## config.mk

```make
export PLATFORM = sky130hd
export DESIGN_NAME = serial_sub_flat
export DESIGN_NICKNAME = d
export VERILOG_FILES = /design/src/rtl/serial_sub_pkg.sv /design/src/rtl/serial_sub_if.sv /design/src/rtl/serial_sub_fs.sv /design/src/rtl/serial_sub.sv /design/src/flat_wrapper.sv
export SDC_FILE = /design/constraint.sdc
export NUM_CORES = 1
export LEC_CHECK = 0
export CAP_MARGIN = 20
export CORE_MARGIN = 10
export CORE_UTILIZATION = 40
export CTS_CLUSTER_DIAMETER = 150
export CTS_CLUSTER_SIZE = 12
export DETAILED_ROUTE_END_ITERATION = 10
export GPL_ROUTABILITY_DRIVEN = 0
export PLACE_DENSITY = 0.72
export SLEW_MARGIN = 0
export SYNTH_ARGS = -nofsm -noshare
export SYNTH_HDL_FRONTEND = slang
export SYNTH_SLANG_ARGS = --single-unit
```

## constraint.sdc

```tcl
create_clock -name clk -period 3.1 [get_ports clk]
set_input_delay 0.62 -clock clk [delete_from_list [all_inputs] [get_ports clk]]
set_output_delay 0.62 -clock clk [all_outputs]
set_load 0.01 [all_outputs]
```

## src/rtl/serial_sub_pkg.sv

```systemverilog
// serial_sub shared types: FSM state encoding and default operand width.
// Optional signed-overflow output is enabled by SERIAL_SUB_OVF_EN.
package serial_sub_pkg;

  localparam int WIDTH_DEF = 8;

  typedef enum logic [1:0] {
    IDLE = 2'd0,
    RUN  = 2'd1,
    DONE = 2'd2
  } state_t;

endpackage

```

## src/rtl/serial_sub_if.sv

```systemverilog
// start/done handshake and operand/result bus for serial_sub.
// The ovf signal exists only when SERIAL_SUB_OVF_EN is defined.
interface serial_sub_if
  import serial_sub_pkg::*;
#(
  parameter int WIDTH = WIDTH_DEF
) ();

  logic             start;
  logic [WIDTH-1:0] a;
  logic [WIDTH-1:0] b;
  logic             busy;
  logic             done;
  logic [WIDTH-1:0] diff;
  logic             borrow;
`ifdef SERIAL_SUB_OVF_EN
  logic             ovf;
`endif

  modport master (
    output start, a, b,
    input  busy, done, diff, borrow
`ifdef SERIAL_SUB_OVF_EN
    , input ovf
`endif
  );

  modport slave (
    input  start, a, b,
    output busy, done, diff, borrow
`ifdef SERIAL_SUB_OVF_EN
    , output ovf
`endif
  );

endinterface

```

## src/rtl/serial_sub_fs.sv

```systemverilog
// Combinational full-subtractor cell: d = a - b - bin, bout = borrow out.
// Shared by serial_sub (SERIAL_SUB_OVF_EN does not affect this cell).
module fs (
  input  logic a,
  input  logic b,
  input  logic bin,
  output logic d,
  output logic bout
);

  assign d    = a ^ b ^ bin;
  assign bout = (~a & b) | (~(a ^ b) & bin);

endmodule

```

## src/rtl/serial_sub.sv

```systemverilog
// Bit-serial LSB-first subtractor: diff = a - b over WIDTH clocks.
// Define SERIAL_SUB_OVF_EN to add the registered signed-overflow output.
module serial_sub
  import serial_sub_pkg::*;
#(
  parameter int WIDTH = WIDTH_DEF
) (
  input logic         clk,
  input logic         rst,
  serial_sub_if.slave bus
);

  localparam int CW = $clog2(WIDTH);

  state_t           state_q, state_d;
  logic [WIDTH-1:0] a_q, a_d;
  logic [WIDTH-1:0] b_q, b_d;
  logic [WIDTH-1:0] diff_q, diff_d;
  logic [CW-1:0]    cnt_q, cnt_d;
  logic             borrow_q, borrow_d;
  logic             busy_q, busy_d;
  logic             done_q, done_d;
  logic             ovf_q, ovf_d;
  logic             d, bout, last;

  fs u_fs (
    .a   (a_q[0]),
    .b   (b_q[0]),
    .bin (borrow_q),
    .d   (d),
    .bout(bout)
  );

  assign last = (cnt_q == CW'(WIDTH - 1));

  always_comb begin
    state_d  = state_q;
    a_d      = a_q;
    b_d      = b_q;
    diff_d   = diff_q;
    cnt_d    = cnt_q;
    borrow_d = borrow_q;
    busy_d   = busy_q;
    done_d   = done_q;
    ovf_d    = ovf_q;
    unique case (state_q)
      IDLE: begin
        if (bus.start) begin
          a_d      = bus.a;
          b_d      = bus.b;
          borrow_d = 1'b0;
          cnt_d    = '0;
          ovf_d    = 1'b0;
          busy_d   = 1'b1;
          state_d  = RUN;
        end
      end
      RUN: begin
        diff_d   = {d, diff_q[WIDTH-1:1]};
        a_d      = a_q >> 1;
        b_d      = b_q >> 1;
        borrow_d = bout;
        cnt_d    = cnt_q + 1'b1;
        if (last) begin
          // a_q[0]/b_q[0] hold the operand MSBs on the final bit
          ovf_d   = (a_q[0] != b_q[0]) && (d != a_q[0]);
          busy_d  = 1'b0;
          done_d  = 1'b1;
          state_d = DONE;
        end
      end
      DONE: begin
        done_d  = 1'b0;
        state_d = IDLE;
      end
      default: begin
        busy_d  = 1'b0;
        done_d  = 1'b0;
        state_d = IDLE;
      end
    endcase
  end

  always_ff @(posedge clk or posedge rst) begin
    if (rst) begin
      state_q  <= IDLE;
      a_q      <= '0;
      b_q      <= '0;
      diff_q   <= '0;
      cnt_q    <= '0;
      borrow_q <= 1'b0;
      busy_q   <= 1'b0;
      done_q   <= 1'b0;
      ovf_q    <= 1'b0;
    end else begin
      state_q  <= state_d;
      a_q      <= a_d;
      b_q      <= b_d;
      diff_q   <= diff_d;
      cnt_q    <= cnt_d;
      borrow_q <= borrow_d;
      busy_q   <= busy_d;
      done_q   <= done_d;
      ovf_q    <= ovf_d;
    end
  end

  assign bus.busy   = busy_q;
  assign bus.done   = done_q;
  assign bus.diff   = diff_q;
  assign bus.borrow = borrow_q;
`ifdef SERIAL_SUB_OVF_EN
  assign bus.ovf    = ovf_q;
`else
  logic unused_ovf;
  assign unused_ovf = ovf_q;
`endif

endmodule

```

## src/flat_wrapper.sv

```systemverilog
// flat-port wrapper written by rule: the top's interface ports become plain ports
module serial_sub_flat import serial_sub_pkg::*;
#(
  parameter int WIDTH = WIDTH_DEF
)
  (clk, rst, bus_start, bus_a, bus_b, bus_busy, bus_done, bus_diff, bus_borrow);
  serial_sub_if #(.WIDTH(WIDTH)) bus_i ();
  input logic clk;
  input logic rst;
  input wire logic [$bits(bus_i.start)-1:0] bus_start;
  input wire logic [$bits(bus_i.a)-1:0] bus_a;
  input wire logic [$bits(bus_i.b)-1:0] bus_b;
  output wire logic [$bits(bus_i.busy)-1:0] bus_busy;
  output wire logic [$bits(bus_i.done)-1:0] bus_done;
  output wire logic [$bits(bus_i.diff)-1:0] bus_diff;
  output wire logic [$bits(bus_i.borrow)-1:0] bus_borrow;
  assign bus_i.start = bus_start;
  assign bus_i.a = bus_a;
  assign bus_i.b = bus_b;
  assign bus_busy = bus_i.busy;
  assign bus_done = bus_i.done;
  assign bus_diff = bus_i.diff;
  assign bus_borrow = bus_i.borrow;
  serial_sub #(.WIDTH(WIDTH)) u_core (.clk(clk), .rst(rst), .bus(bus_i));
endmodule
```

* Word level (Yosys, flattened, before mapping)
Index checks and enable logic that the tools add are counted.
** Word-level totals
- Register bits :: 32
- Bits of input ports :: 19
- Output and inout port bits :: 11
- Logic and storage cells :: 45
** Operators by class
- Add/sub/neg operators :: 1
- Eq/ne operators :: 5
- Multiplexer cells :: 16
- Bitwise operators :: 9
- Reductions and logical operators :: 6
** Operators by type and width (count)
- $pmux W8 S2 :: 2
- $mux W8 :: 2
- $pmux W3 S2 :: 1
- $reduce_and A2 Y1 :: 3
- $mux W1 :: 4
- $mux W2 :: 2
- $not A1 Y1 :: 4
- $pmux W1 S2 :: 2
- $pmux W2 S2 :: 1
- $add A3 B1 Y3 const B :: 1
- $eq A3 B3 Y1 const B :: 1
- $mux W3 :: 1
- $pmux W1 S3 :: 1
- $reduce_and A3 Y1 :: 1
- $and A1 B1 Y1 :: 2
- $eq A2 B1 Y1 const B :: 1
- $eq A2 B2 Y1 const B :: 1
- $logic_not A2 Y1 :: 1
- $ne A2 B1 Y1 const B :: 1
- $ne A2 B2 Y1 const B :: 1
- $reduce_bool A2 Y1 :: 1
- $xor A1 B1 Y1 :: 2
- $or A1 B1 Y1 :: 1

* Longest topological paths before layout
Gate-level depths: netlist (run 1).
- Depth after elaboration :: 5
- Mapped depth :: 5

* Cells and area by module
Synthesis (run 1) repeated with hierarchy kept, for this count alone.
** Second synthesis, totals
- Cell total of the unflattened synthesis :: 123
- Area, all modules :: 1446.4 um^2
** By module, submodules not included
- serial_sub :: times used 1, cells each 119, area each 1415.1 um^2, sequential area each 800.8 um^2
- fs :: times used 1, cells each 4, area each 31.3 um^2, sequential area each 0.0 um^2

* Least setup slack after synthesis (run 1)
Ideal clock, no wire load.
- Kind :: in2reg
- Start point :: in bus_start
- End point :: reg u_core.a_q[1]
- Setup time :: 119 ps
- Arrival :: 1212 ps
- Setup slack :: 1770 ps
- Stages on the path :: 5
- Buffers on the path :: 2
- Cell sequence :: buf_2 > nor2_1 > nor2_2 > buf_6 > o21a_1
** On the way
- Cells in the longest elaborated chain, start to end :: 2
** RTL lines
- from (decl) :: line flat_wrapper.sv:10 : input wire logic [$bits(bus_i.start)-1:0] bus_start;
- $ne A2 B2 Y1 (no source line)
- $reduce_and A2 Y1 (no source line)
- to (signal assigned) :: line serial_sub.sv:87 : a_q <= '0;
- to (signal assigned) :: line serial_sub.sv:97 : a_q <= a_d;
- to (decl) :: line serial_sub.sv:16 : logic [WIDTH-1:0] a_q, a_d;
No other way between the ends.
A chain may end at the register's enable or synchronous reset.

* Worst setup path after layout (run 1)
- Start point :: in bus_start
- End point :: reg u_core.b_q[3]
** On the way
- Cells in the longest elaborated chain, start to end :: 2
** RTL lines
- $ne A2 B2 Y1 (no source line)
- $reduce_and A2 Y1 (no source line)
- to (signal assigned) :: line serial_sub.sv:88 : b_q <= '0;
- to (signal assigned) :: line serial_sub.sv:98 : b_q <= b_d;
- to (decl) :: line serial_sub.sv:17 : logic [WIDTH-1:0] b_q, b_d;
No other way between the ends.

==> flow_summary.json, run 1 <==
{
  "crit_required_ps": 3330,
  "cts_tree": "yes",
  "grt_pass1_vias": 1175,
  "drt_pass1_iterations": 5,
  "drive_gt1_frac": 0.0941,
  "place_ws_ps": 935,
  "p_leak_uw": 0.000851,
  "synth-seq-cells": 32,
  "drc": 0,
  "tightest_slew_ps": 668,
  "finalNetCount": 192,
  "syn_area_per_cell_um2": 10.4,
  "synthTopCellsByCount": "dfrtp_1, nand2_1, inv_1, nor2_1",
  "critical_path_class": "in2reg",
  "antenna_found_initial": 0,
  "ir_drop_mv": 0.348,
  "synth_nets": 164,
  "synth_compound_area_frac": 0.198,
  "fin_skew_ps": 2.85,
  "critPathMaxFanout": 17,
  "synth_top_area_frac": 0.541,
  "critPathArrivalTime_ps": 2120,
  "synthCells": 142,
  "setup_tns_ps": 0,
  "outcome": "finished clean",
  "cts_setup_buffers": 0,
  "yosys.cell_count.top_type": "dfrtp_1",
  "drtIter0Drc": 79,
  "hold_path_class": "reg2reg",
  "row_count": 22,
  "synth_largest_area_cell": "dfrtp_1",
  "critPathCaptureType": "register",
  "die_height_um": 80.9,
  "finalWorstSetupSlack_ps": 1210,
  "ys_types": 24,
  "ctsResizeCount": 0,
  "synth_fa_ha_area_frac": 0.0304,
  "diodes": 0,
  "fin_crit_sh": 0.610,
  "synth-edff-count": 0,
  "htreeDepth": 2,
  "die_w_um": 80.9,
  "async_flop_share": 1.00,
  "drv_slew": 0,
  "start_kind": "input port",
  "rsz0062_at_grt": "no",
  "period_minus_slack_ps": 1890,
  "grtUsageTotal": 0.102,
  "synthMuxAreaShare": 0,
  "fmax_mhz": 529,
  "reg2reg_slack_ps": 1370,
  "io-pin-count": 30,
  "cts_hold_buf": 0,
  "ant_nets": 0,
  "num_vias": 1130,
  "dieArea_um2": 6540,
  "grt_max_degree": 33,
  "synth-xor-area-share": 0,
  "cts-buffers-inserted": 5,
  "setup_viol": 0,
  "grt_pass1_wl_um": 5230,
  "synth_top_family_by_area": "compound AO/OA/AOI/OAI gates",
  "syn_area_um2": 1480,
  "synthSimpleGateAreaFrac": 0.146,
  "drv_cap": 0,
  "multi_input_area_um2": 554,
  "ys.flop_type": "dfrtp_1",
  "io_buffers": 29,
  "cts_sinks": 32,
  "routed_wl_um": 3010,
  "synth_area_leaders": "dfrtp_1, nand2_1, a32oi_1",
  "dp_hpwl_um": 2130,
  "grt-ovfl-total": 0,
  "regArea_um2": 801,
  "cts_max_path_buffers": 2,
  "clkLatencyLatePin_ps": 290,
  "start_util": 0.408,
  "path_clk_slew_ps": 60,
  "yosys_warnings": 0,
  "avgViaCountPerCell": 5.18,
  "slew_headroom": 0.554,
  "wl_per_cell_um": 13.8,
  "hold_violations": 0,
  "seq_area_frac_synth": 0.541,
  "cts_root_buf": "clkbuf_8",
  "coreArea_um2": 3630,
  "power.density_nw_per_um2": 956,
  "fillers": 350,
  "syn_to_final_growth_pct": 26.2
}
==> cell usage in the layout (no fill, tap or decap), drive strengths merged, types with 4 or more instances in the layout <==
cell	instances
o221a	4
a32oi	10
a22o	5
nand3b	4
o21a	10
inv	14
dfrtp	32
nand2	24
clkdlybuf4s50	29
nor2	16
clkbuf	7
==> path summary, 6_finish.rpt <==
path | endpoint | cells past startpoint | start
min in group asynchronous | u_core.bus.diff[6] | 3 | rst
max in group asynchronous | u_core.state_q[1] | 3 | rst
hold / removal | u_core.bus.diff[0] | 2 | u_core.bus.diff[0]
setup reg to reg | u_core.b_q[3] | 3 | u_core.state_q[0]
hold reg to reg | u_core.bus.diff[0] | 2 | u_core.bus.diff[0]
setup / recovery | u_core.b_q[3] | 5 | bus_start
==> power breakdown <==
part,leakage [uW],internal [uW],switching (uW)
registers,0.000384,607,153
clock network,0.0000503,197,144
logic,0.000416,368,317
total,0.000851,1170,614
==> through the flow <==
stage                      util  cells  total power [uW]  hold slack (ps)  area [um2]
after floorplan               -    142              1250              464        1480
after global routing      0.514    218              1940              504        1870
final                     0.514    218              1790              488        1870
after CTS                 0.514    218              1810              488        1870
after global placement    0.488    211              1430              460        1770
after detailed placement  0.488    211              1460              473        1770
==> state kept, by name (all words and copies together) (netlist names) <==
register,flops
u_core.b_q,8
u_core.bus.busy,1
u_core.a_q,8
u_core.cnt_q,3
u_core.bus.borrow,1
u_core.bus.done,1
u_core.state_q,2
u_core.bus.diff,8
==> logic make-up after synthesis <==
| kind of cell | count (synthesis) |
|---|---|
| fa+ha+maj | 3 |
| flops | 32 |
| compound gates | 36 |
| buf+inv | 24 |
| simple gates | 47 |
==> routing by layer <==
metal / wire length (um) / track usage / vias to the layer above
met5: 0 / 0 / -
met4: 97 / 0.0813 / 0
met3: 182 / 0.0298 / 9
met2: 1400 / 0.163 / 30
met1: 1330 / 0.110 / 556
li1: - / - / 535
==> final cells by class <==
| cell class | count | area share |
|---|---|---|
| Clock buffer | 7 | 0.0515 |
| Inverter | 14 | 0.0281 |
| Multi-Input combinational cell | 86 | 0.297 |
| Sequential cell | 32 | 0.428 |
| Tap cell | 48 | 0.0321 |
| Timing Repair Buffer | 31 | 0.163 |
==> worst max-delay path: stages <==
cell and delay [ps]:
clkdlybuf4s50_1 450, buf_4 210, nor2_1 70, nor2_2 470, o221a_2 300
No activity file was read; power rests on OpenSTA's default activity.
==> run 2, diff against run 1 <==
==> constraint.sdc (replaced) <==
create_clock -name clk -period 1.8 [get_ports clk]
set_input_delay 0.36 -clock clk [delete_from_list [all_inputs] [get_ports clk]]
set_output_delay 0.36 -clock clk [all_outputs]
set_load 0.01 [all_outputs]
==> run 2 against run 1 <==
  * Clock skew about the same
  * Register-to-register slack worse by 1100 ps
  * Worst hold slack worse by 23 ps
  * Largest cell class unchanged
  * Critical path type is now reg2out
  * Non-clock buffer count up 4
  * Final cell count is 1.8% higher
==> flow_summary.json, run 2 (synthesis results as in run 1) <==
{
  "outcome": "finished clean",
  "drv_cap": 0,
  "fillers": 338,
  "fmax_mhz": 631,
  "io-pin-count": 30,
  "ant_nets": 0,
  "combPwrFrac": 0.417,
  "clkLatencyLatePin_ps": 270,
  "regToRegStartpoint": "u_core.state_q[1]",
  "power.share.clock": 0.161,
  "critPathArrivalTime_ps": 1220,
  "row_count": 22,
  "p_total_uw": 3050,
  "dp_hpwl_um": 2400,
  "regArea_um2": 801,
  "layout_common_cells": "dfrtp_1, clkdlybuf4s50_1, nand2_1, nor2_1, inv_1",
  "cts_max_path_buffers": 2,
  "power_frac_seq": 0.422,
  "drt_pass1_iterations": 4,
  "path_clk_slew_ps": 60,
  "drtIter0Drc": 80,
  "p_leak_uw": 0.000862,
  "reg2reg_slack_ps": 300,
  "io_buffers": 29,
  "finish.utilization": 0.518,
  "critPathCaptureType": "output pin",
  "antenna_found_initial": 0,
  "fin_crit_sh": 0.880,
  "start_util": 0.408,
  "diodes": 0,
  "critPathMaxFanout": 3,
  "setup_tns_ps": 0,
  "drive_gt1_frac": 0.109,
  "ir_drop_mv": 0.555,
  "hold_path_class": "in2async",
  "cts_sinks": 32,
  "whs_ps": 465,
  "critPathBufInv": 1,
  "crit_path_max_incr_delay_ps": 570,
  "routed_wl_um": 3160,
  "start_kind": "register",
  "tightest_slew_ps": 706,
  "p_sw_uw": 1070,
  "rsz0062_at_grt": "no",
  "grt_pass1_vias": 1185,
  "cts_hold_buf": 0,
  "num_vias": 1129,
  "cts_root_buf": "clkbuf_8",
  "setup_viol": 0,
  "grt-ovfl-total": 0,
  "p_int_uw": 1970,
  "grtUsageTotal": 0.111,
  "drc": 0,
  "multi_input_area_um2": 554,
  "die_height_um": 80.9,
  "fin_skew_ps": 3.04,
  "htreeDepth": 2,
  "drv_slew": 0,
  "cts_setup_buffers": 0,
  "crit_family": "buffers and inverters",
  "power.density_nw_per_um2": 1620,
  "grt_max_degree": 33,
  "crit_path_start": "u_core.bus.borrow",
  "dieArea_um2": 6540,
  "coreArea_um2": 3630,
  "cts_tree": "yes",
  "layout_commonest_cell": "dfrtp_1",
  "syn_to_final_growth_pct": 26.9,
  "switching_share": 0.352,
  "period_minus_slack_ps": 1580,
  "cts-buffers-inserted": 5,
  "hold_violations": 0,
  "critical_path_class": "reg2out",
  "slew_headroom": 0.529,
  "ctsResizeCount": 0,
  "path_cells": "clkdlybuf4s50_1",
  "grt_pass1_wl_um": 5560,
  "crit_required_ps": 1440,
  "die_w_um": 80.9,
  "avgViaCountPerCell": 5.09,
  "wl_per_cell_um": 14.2,
  "critPathSlowestCell": "clkdlybuf4s50_1",
  "finalNetCount": 196
}
[run 2: per-stage QoR]
stage / std cells / setup slack (ps) / area, um2
2_1_floorplan: 142 / 669 / 1480
3_3_place_gp: 215 / 82.7 / 1800
3_5_place_dp: 215 / 47.9 / 1800
4_1_cts: 222 / 201 / 1880
5_1_grt: 222 / 152 / 1880
6_report: 222 / 216 / 1880
[run 2: path summary, 6_finish.rpt]
path / depth (start not counted) / endpoint
max: 1 / bus_borrow
min: 3 / u_core.b_q[3]
max reg2reg: 3 / u_core.b_q[4]
min reg2reg: 2 / u_core.bus.diff[0]
max in group asynchronous: 3 / u_core.a_q[5]
min in group clk: 2 / u_core.bus.diff[0]
[run 2: layout make-up]
type / count / share of cell area
Clock inverter: 1 / 0.00266
Clock buffer: 6 / 0.0386
Multi-Input combinational cell: 86 / 0.295
Tap cell: 48 / 0.0319
Timing Repair Buffer: 35 / 0.178
Inverter: 14 / 0.0279
Sequential cell: 32 / 0.426
[run 2: per-layer routing]
| metal | global-route usage | vias up | part of all wire |
|---|---|---|---|
| met5 | 0 | - | 0 |
| met4 | 0.0571 | 0 | 0.014 |
| met3 | 0.0342 | 2 | 0.055 |
| met2 | 0.192 | 30 | 0.51 |
| met1 | 0.118 | 553 | 0.42 |
| li1 | - | 544 | - |
[run 2: power by group through the flow]
| stage | Combinational (uW) | Sequential (uW) | Clock (uW) |
|---|---|---|---|
| 2_1_floorplan | 895 | 1260 | 0 |
| 3_3_place_gp | 1230 | 1270 | 0 |
| 3_5_place_dp | 1300 | 1290 | 0 |
| 4_1_cts | 1300 | 1290 | 506 |
| 5_1_grt | 1440 | 1330 | 539 |
| 6_report | 1270 | 1290 | 490 |
==> run 3, diff against run 2 <==
--- a/config.mk
+++ b/config.mk
@@ -7,12 +7,12 @@
 export LEC_CHECK = 0
 export CAP_MARGIN = 20
 export CORE_MARGIN = 10
-export CORE_UTILIZATION = 40
+export CORE_UTILIZATION = 50
 export CTS_CLUSTER_DIAMETER = 150
 export CTS_CLUSTER_SIZE = 12
 export DETAILED_ROUTE_END_ITERATION = 10
 export GPL_ROUTABILITY_DRIVEN = 0
-export PLACE_DENSITY = 0.72
+export PLACE_DENSITY = 0.85
 export SLEW_MARGIN = 0
 export SYNTH_ARGS = -nofsm -noshare
 export SYNTH_HDL_FRONTEND = slang
==> run 3 against run 2 <==
  * Final cell count is 7.7% lower
  * Count of clock-buffer cells in the layout is 2 higher
  * Combinational power hardly changed
  * Setup slack worse by 68 ps
==> flow_summary.json, run 3 (synthesis results as in run 1) <==
{
  "outcome": "finished clean",
  "fmax_mhz": 605,
  "drv_cap": 0,
  "cts_sinks": 32,
  "fin_skew_ps": 4.47,
  "cts_setup_buffers": 0,
  "layout_common_cells": "dfrtp_1, clkdlybuf4s50_1, nand2_1, nor2_1, inv_1",
  "setup_viol": 0,
  "wl_per_cell_um": 14.5,
  "switching_share": 0.357,
  "clkLatencyLatePin_ps": 330,
  "power.density_nw_per_um2": 1610,
  "p_leak_uw": 0.000847,
  "grtUsageTotal": 0.124,
  "design_area_um2": 1830,
  "critPathSlowestCell": "clkdlybuf4s50_1",
  "cts_tree": "yes",
  "io-pin-count": 30,
  "crit_family": "buffers and inverters",
  "ant_nets": 0,
  "fillers": 244,
  "period_minus_slack_ps": 1650,
  "grt_pass1_wl_um": 5330,
  "grt_pass1_vias": 1239,
  "avgViaCountPerCell": 5.57,
  "diodes": 0,
  "crit_required_ps": 1440,
  "routed_wl_um": 2970,
  "drt_pass1_iterations": 4,
  "setup_tns_ps": 0,
  "path_cells": "clkdlybuf4s50_1",
  "ctsResizeCount": 0,
  "start_kind": "register",
  "drc": 0,
  "critPathCaptureType": "output pin",
  "critPathArrivalTime_ps": 1290,
  "io_buffers": 29,
  "syn_to_final_growth_pct": 23.7,
  "dieArea_um2": 5540,
  "coreArea_um2": 2810,
  "placed_cell_area_um2": 1770,
  "start_util": 0.528,
  "cts_hold_buf": 0,
  "drtIter0Drc": 63,
  "hold_violations": 0,
  "tightest_slew_ps": 572,
  "combPwrFrac": 0.422,
  "cts_root_buf": "clkbuf_4",
  "p_int_uw": 1900,
  "grt-ovfl-total": 0,
  "finalNetCount": 195,
  "power_frac_seq": 0.436,
  "cts_max_path_buffers": 2,
  "drv_slew": 0,
  "cts-buffers-inserted": 5,
  "htreeDepth": 2,
  "critPathBufInv": 1,
  "die_height_um": 74.4,
  "grt_max_degree": 33,
  "p_sw_uw": 1050,
  "hold_path_class": "in2async",
  "critPathMaxFanout": 3,
  "num_vias": 1142,
  "power.share.clock": 0.141,
  "layout_commonest_cell": "dfrtp_1",
  "drive_gt1_frac": 0.103,
  "critical_path_class": "reg2out",
  "dp_hpwl_um": 2230,
  "slew_headroom": 0.618,
  "crit_path_max_incr_delay_ps": 560,
  "fin_crit_sh": 0.918,
  "ir_drop_mv": 0.741,
  "antenna_found_initial": 0,
  "die_w_um": 74.4,
  "rsz0062_at_grt": "no",
  "row_count": 19,
  "path_clk_slew_ps": 90
}
## run 3: cell types whose count changed in the layout (fill, tap and decap cells not counted), sizes merged
| cell | delta |
|---|---|
| buf | -1 |
| clkinv | -1 |
| clkbuf | +2 |
## run 3: final timing paths
path                                          from            endpoint  slack, ps  depth (start not counted)
worst max register to register   u_core.state_q[1]       u_core.a_q[0]        300                          2
worst min register to register  u_core.bus.diff[0]  u_core.bus.diff[0]        500                          2
worst min-delay path                           rst       u_core.b_q[5]        410                          3
worst max-delay path             u_core.bus.borrow          bus_borrow        150                          1
max in group asynchronous                      rst       u_core.b_q[2]       1110                          3
min in group clk                u_core.bus.diff[0]  u_core.bus.diff[0]        500                          2
## run 3: metal layers
| metal | vias up | wire [um] | GRT usage |
|---|---|---|---|
| li1 | 547 | - | - |
| met1 | 559 | 1200 | 0.124 |
| met2 | 32 | 1510 | 0.221 |
| met3 | 4 | 227 | 0.0559 |
| met4 | 0 | 34 | 0.0441 |
| met5 | - | 0 | 0 |
## run 3: final cells by class
| type | count | area [um2] | area share |
|---|---|---|---|
| inverter | 14 | 52.6 | 0.0287 |
| sequential | 32 | 801 | 0.437 |
| clock buffer | 8 | 58.8 | 0.0321 |
| timing repair buffer | 34 | 328 | 0.179 |
| multi-input combinational | 86 | 554 | 0.302 |
| tap | 31 | 38.8 | 0.0212 |
## run 3: through the flow
stage	setup slack (ps)	instances	hold slack, ps	util	power [uW]
final	148	205	413	0.653	2950
after global routing	78.8	205	478	0.653	3220
after CTS	116	205	420	0.653	3000
after detailed placement	82.6	197	477	0.632	2570
after global placement	126	197	459	0.632	2490
after floorplan	669	142	464	-	2150
## run 3: power by group through the flow
| stage | registers (uW) | logic [uW] | clock network (uW) |
|---|---|---|---|
| 2_1_floorplan | 1260 | 895 | 0 |
| 3_3_place_gp | 1280 | 1210 | 0 |
| 3_5_place_dp | 1300 | 1270 | 0 |
| 4_1_cts | 1290 | 1270 | 434 |
| 5_1_grt | 1340 | 1420 | 463 |
| 6_report | 1290 | 1250 | 417 |
==> edit 1: new RTL, flow settings as in run 1 <==
`WIDTH_DEF`: 8 -> 16.
--- a/src/rtl/serial_sub_pkg.sv
+++ b/src/rtl/serial_sub_pkg.sv
@@ -2,7 +2,7 @@
 // Optional signed-overflow output is enabled by SERIAL_SUB_OVF_EN.
 package serial_sub_pkg;
 
-  localparam int WIDTH_DEF = 8;
+  localparam int WIDTH_DEF = 16;
 
   typedef enum logic [1:0] {
     IDLE = 2'd0,
Interface: changed (resized bus_a, bus_b and bus_diff); port bits go from 30 to 54. The function was not compared with the original's and may differ.
==> edit 1 against run 1 <==
Area after synthesis grew 85%. Count of clock-buffer cells in the layout grew 4. Routed wire length grew 110%. Total power grew 77%. Register-to-register slack lost 0.22 ns. Design area grew 84%. Synthesized cell count grew 75%. Setup slack lost 0.058 ns. Sequential cell count grew 25.
==> edit 1: results (changes against run 1) <==
Power
  – Peak VDD IR: 0.326 mV (-6.4%)
  – NetSw: 1.06 mW (+72%)
  – Sw Share: 33.4% (-0.99 points)
  – Lkg Pwr: 1.48 nW (+74%)
  – Combinational power: 1.24 mW (+81%)

GRT
  – Met2 usage: 18.9% (+2.6 points)
  – Vias in the first global route: 2119 (+80%)
  – Pin count of the biggest net entering global routing: 58 (+76%)
  – M3 GR Usage: 2.82% (-0.17 points)
  – First-pass GRT wire length: 10300 um (+96%)
  – Total Routing Usage GR: 12.2% (+2.0 points)

Yosys
  – Post-synthesis mux area share: 8.33% (+8.3 points)
  – Post-synthesis cell count: 249 (+75%)
  – Syn_nets: 286 (+74%)
  – Synth Area in Adders: 1.19% (-1.9 points)
  – Compound-Gate Fraction of Synth Area: 22.9% (+3.2 points)
  – Sequential fraction of the synthesis area: 52.2% (-1.9 points)
  – Synth top cells by count: dfrtp_1, a21oi_1, nor2b_1, a22oi_1, o21ai_1

Detailed routing
  – DR WL met3: 273 um (+50%)
  – TritonRoute pass-1 iters: 4 (-1)
  – Post-Route WL: 6200 um (+110%)
  – Met2 wire len: 2970 um (+110%)
  – 1st-iter DRT viols: 98 (+24%)
  – Met1 Wirelength: 2880 um (+120%)
  – Vias/cell: 5.34 (+3.1%)
  – Drt wl/cell: 16.1 um (+17%)

Placement
  – Placed inst area: 0.00329 sq mm (+85%)
  – DP HPWL: 4180 um (+96%)
  – Port bufs: 53 (+83%)
  – Dpl cells: 369 (+75%)
  – Setup WS pre-CTS: 1.07 ns (+0.131 ns)

Setup path
  – Top delay family on crit path: flip-flops
  – Critical-path maximum fanout: 24 (+7)
  – Worst path slowest cell: dfrtp_1

Status
  – Status: finished, final reports clean

Layout
  – Fillers: 595 (+70%)
  – Final nets: 337 (+76%)

Timing
  – Slew HR: 42.9% (-13 points)
edit 1: final cells by class:
type | count | area [sq um] | share of cell area (%)
flip-flops and latches | 57 | 1430 | 41.4
multi-input cells | 167 | 1150 | 33.5
repair buffers | 61 | 591 | 17.1
clock buffers | 11 | 141 | 4.10
well taps | 80 | 100 | 2.90
clock inverters | 4 | 20.0 | 0.581
inverters | 4 | 15.0 | 0.436
edit 1: worst paths after layout:
kind                       slack (ns)                        endpoint  cells past startpoint
setup / recovery                 1.15      u_core.a_q[15]$_DFFE_PP0P_                      5
hold / removal                   0.49     u_core.cnt_q[3]$_DFFE_PP0P_                      1
setup reg to reg                 1.15      u_core.a_q[15]$_DFFE_PP0P_                      5
hold reg to reg                  0.49     u_core.cnt_q[3]$_DFFE_PP0P_                      1
max in group asynchronous        1.78       u_core.b_q[4]$_DFFE_PP0P_                      3
min in group asynchronous        0.83  u_core.bus.diff[5]$_DFFE_PP0P_                      3
==> edit 2: new RTL, flow settings as in run 1 <==
Without the edit above. Make the reset (`rst`) synchronous in one clocked block.
--- a/src/rtl/serial_sub.sv
+++ b/src/rtl/serial_sub.sv
@@ -81,7 +81,7 @@
     endcase
   end
 
-  always_ff @(posedge clk or posedge rst) begin
+  always_ff @(posedge clk) begin
     if (rst) begin
       state_q  <= IDLE;
       a_q      <= '0;
Function: differs if rst is asserted again (counterexample within 4 cycles, from zero or initial values and one cycle with rst high); with rst held inactive, the same outputs for 10 cycles.
==> edit 2 against run 1 <==
Fmax decreased by 1.1%. Via count shrank 4.9%. Area after synthesis shrank 5.1%. Sequential cell count unchanged. Critical path type is now register to primary output. Routed wire length is 4.1% lower. Highest routed layer unchanged. Setup slack worse by 0.021 ns. First-iteration DRC count is 8.9% higher. Design area down 6.7%. Clock skew increased by 0.016 ns.
Power is not compared: it rests on default switching activity, and its combinational part moved more than twofold at a synthesized area within 25%.
==> edit 2: results (changes against run 1) <==
Status
  – Status: finished, final reports clean

Setup path
  – Crit Reg-Reg Startpoint: u_core.state_q[0]$_SDFFE_PP0P_
  – Critical-path maximum fanout: 3 (-14)
  – Arrival time at the worst endpoint: 1.29 ns (-0.83 ns)
  – CP max stage delay: 0.57 ns (+0.10 ns)
  – Crit path from: u_core.bus.borrow$_SDFFE_PP0P_
  – Worst path slowest cell: clkdlybuf4s50_1
  – Top delay family on crit path: buffers and inverters

Yosys
  – Asr flop ratio synth: 0% (-100 points)
  – Synth top cells by count: dfxtp_1, nor2_1, mux2i_1, nand2_1
  – Syn_nets: 166 (+1.2%)
  – Cell variety after synth: 25 (+4.2%)
  – Sequential fraction of the synthesis area: 45.6% (-8.5 points)
  – Top post-synthesis cells by area: dfxtp_1, mux2i_1, a211oi_2

Flow run
  – Max-Cap Viols: 0 (unchanged)

Clocking
  – CTS Buf Count: 5 (unchanged)
  – Root buf cell: clkbuf_4
  – Clock transition at path regs: 0.10 ns (+0.04 ns)
  – Clock tree buffer depth: 2 (unchanged)
  – PostCTS Resize Cnt: 0 (unchanged)
  – Clk_lat worst skew: 0.34 ns (+0.05 ns)

GRT
  – First-pass GRT wire length: 4990 um (-4.6%)
  – Pin count of the biggest net entering global routing: 34 (+3.0%)
  – Initial antenna violation count: 0 (unchanged)
  – Vias in the first global route: 1077 (-8.3%)
  – Total Routing Usage GR: 9.89% (-0.29 points)

Layout
  – Fillers: 337 (-3.7%)
  – Share of cells above drive strength 1: 12.9% (+3.5 points)
  – Final nets: 191 (-0.52%)

Detailed routing
  – Post-Route WL: 2890 um (-4.1%)
  – 1st-iter DRT viols: 86 (+8.9%)
  – TritonRoute pass-1 iters: 4 (-1)
  – Vias/cell: 4.98 (-4.0%)
  – Residual DRC count: 0 (unchanged)

Placement
  – Placed inst area: 0.00168 sq mm (-5.1%)
  – Setup WS pre-CTS: 1.09 ns (+0.157 ns)
  – DP HPWL: 2060 um (-2.9%)

Timing
  – Slew @ Worst Pin: 0.463 ns (-0.205 ns)
  – Worst Skew: 0.0190 ns (+0.0161 ns)

Min path
  – HP Start: u_core.bus.diff[0]$_SDFFE_PP0P_
edit 2: report_power, final:
group	internal (mW)	switching, mW	total (mW)
Clock	0.108	0.142	0.250
Sequential	0.435	0.0154	0.451
Combinational	0.0643	0.0596	0.124
Total	0.607	0.217	0.825
edit 2: cells by family (layout without fill, tap and decap cells):
group / count (synthesis) / count (layout) / synth area share, %
AOI/OAI and AO/OA: 35 / 35 / 20.6
and+or+nand+nor: 43 / 43 / 13.0
adders and majority gates: 3 / 3 / 3.20
muxes: 15 / 15 / 10.7
DFF: 32 / 32 / 45.6
buffers and inverters: 16 / 42 / 6.94
edit 2: layout make-up:
type,instances,area (sq um),area share (%)
clock buffer,6,51.3,2.94
clock inverter,2,10.0,0.574
inverter,3,11.3,0.646
multi-input combinational,96,668,38.3
sequential,32,641,36.7
tap,46,57.6,3.30
timing repair buffer,31,305,17.5
edit 2: through the flow:
step / hold slack (ns) / power (mW) / cells
final: 0.467 / 0.825 / 216
after global routing: 0.502 / 0.867 / 216
after CTS: 0.473 / 0.833 / 216
after detailed placement: 0.460 / 0.586 / 208
after global placement: 0.444 / 0.580 / 208
after floorplan: 0.444 / 0.546 / 144
edit 2: final timing paths:
path	end	slack [ns]	depth (start not counted)
max	bus_borrow	1.19	1
min	u_core.bus.diff[0]$_SDFFE_PP0P_	0.47	2
max reg2reg	u_core.bus.diff[7]$_SDFFE_PP0P_	1.43	4
min reg2reg	u_core.bus.diff[0]$_SDFFE_PP0P_	0.47	2
edit 2: routing by layer:
layer  vias to the layer above  wire (um)  part of all wire (%)  track usage, %
li1                        552          -                     -               -
met1                       494       1320                    46            10.9
met2                        23       1350                    47            15.5
met3                         6        150                   5.2            4.50
met4                         0         70                   2.4            5.38
met5                         -          0                     0               0
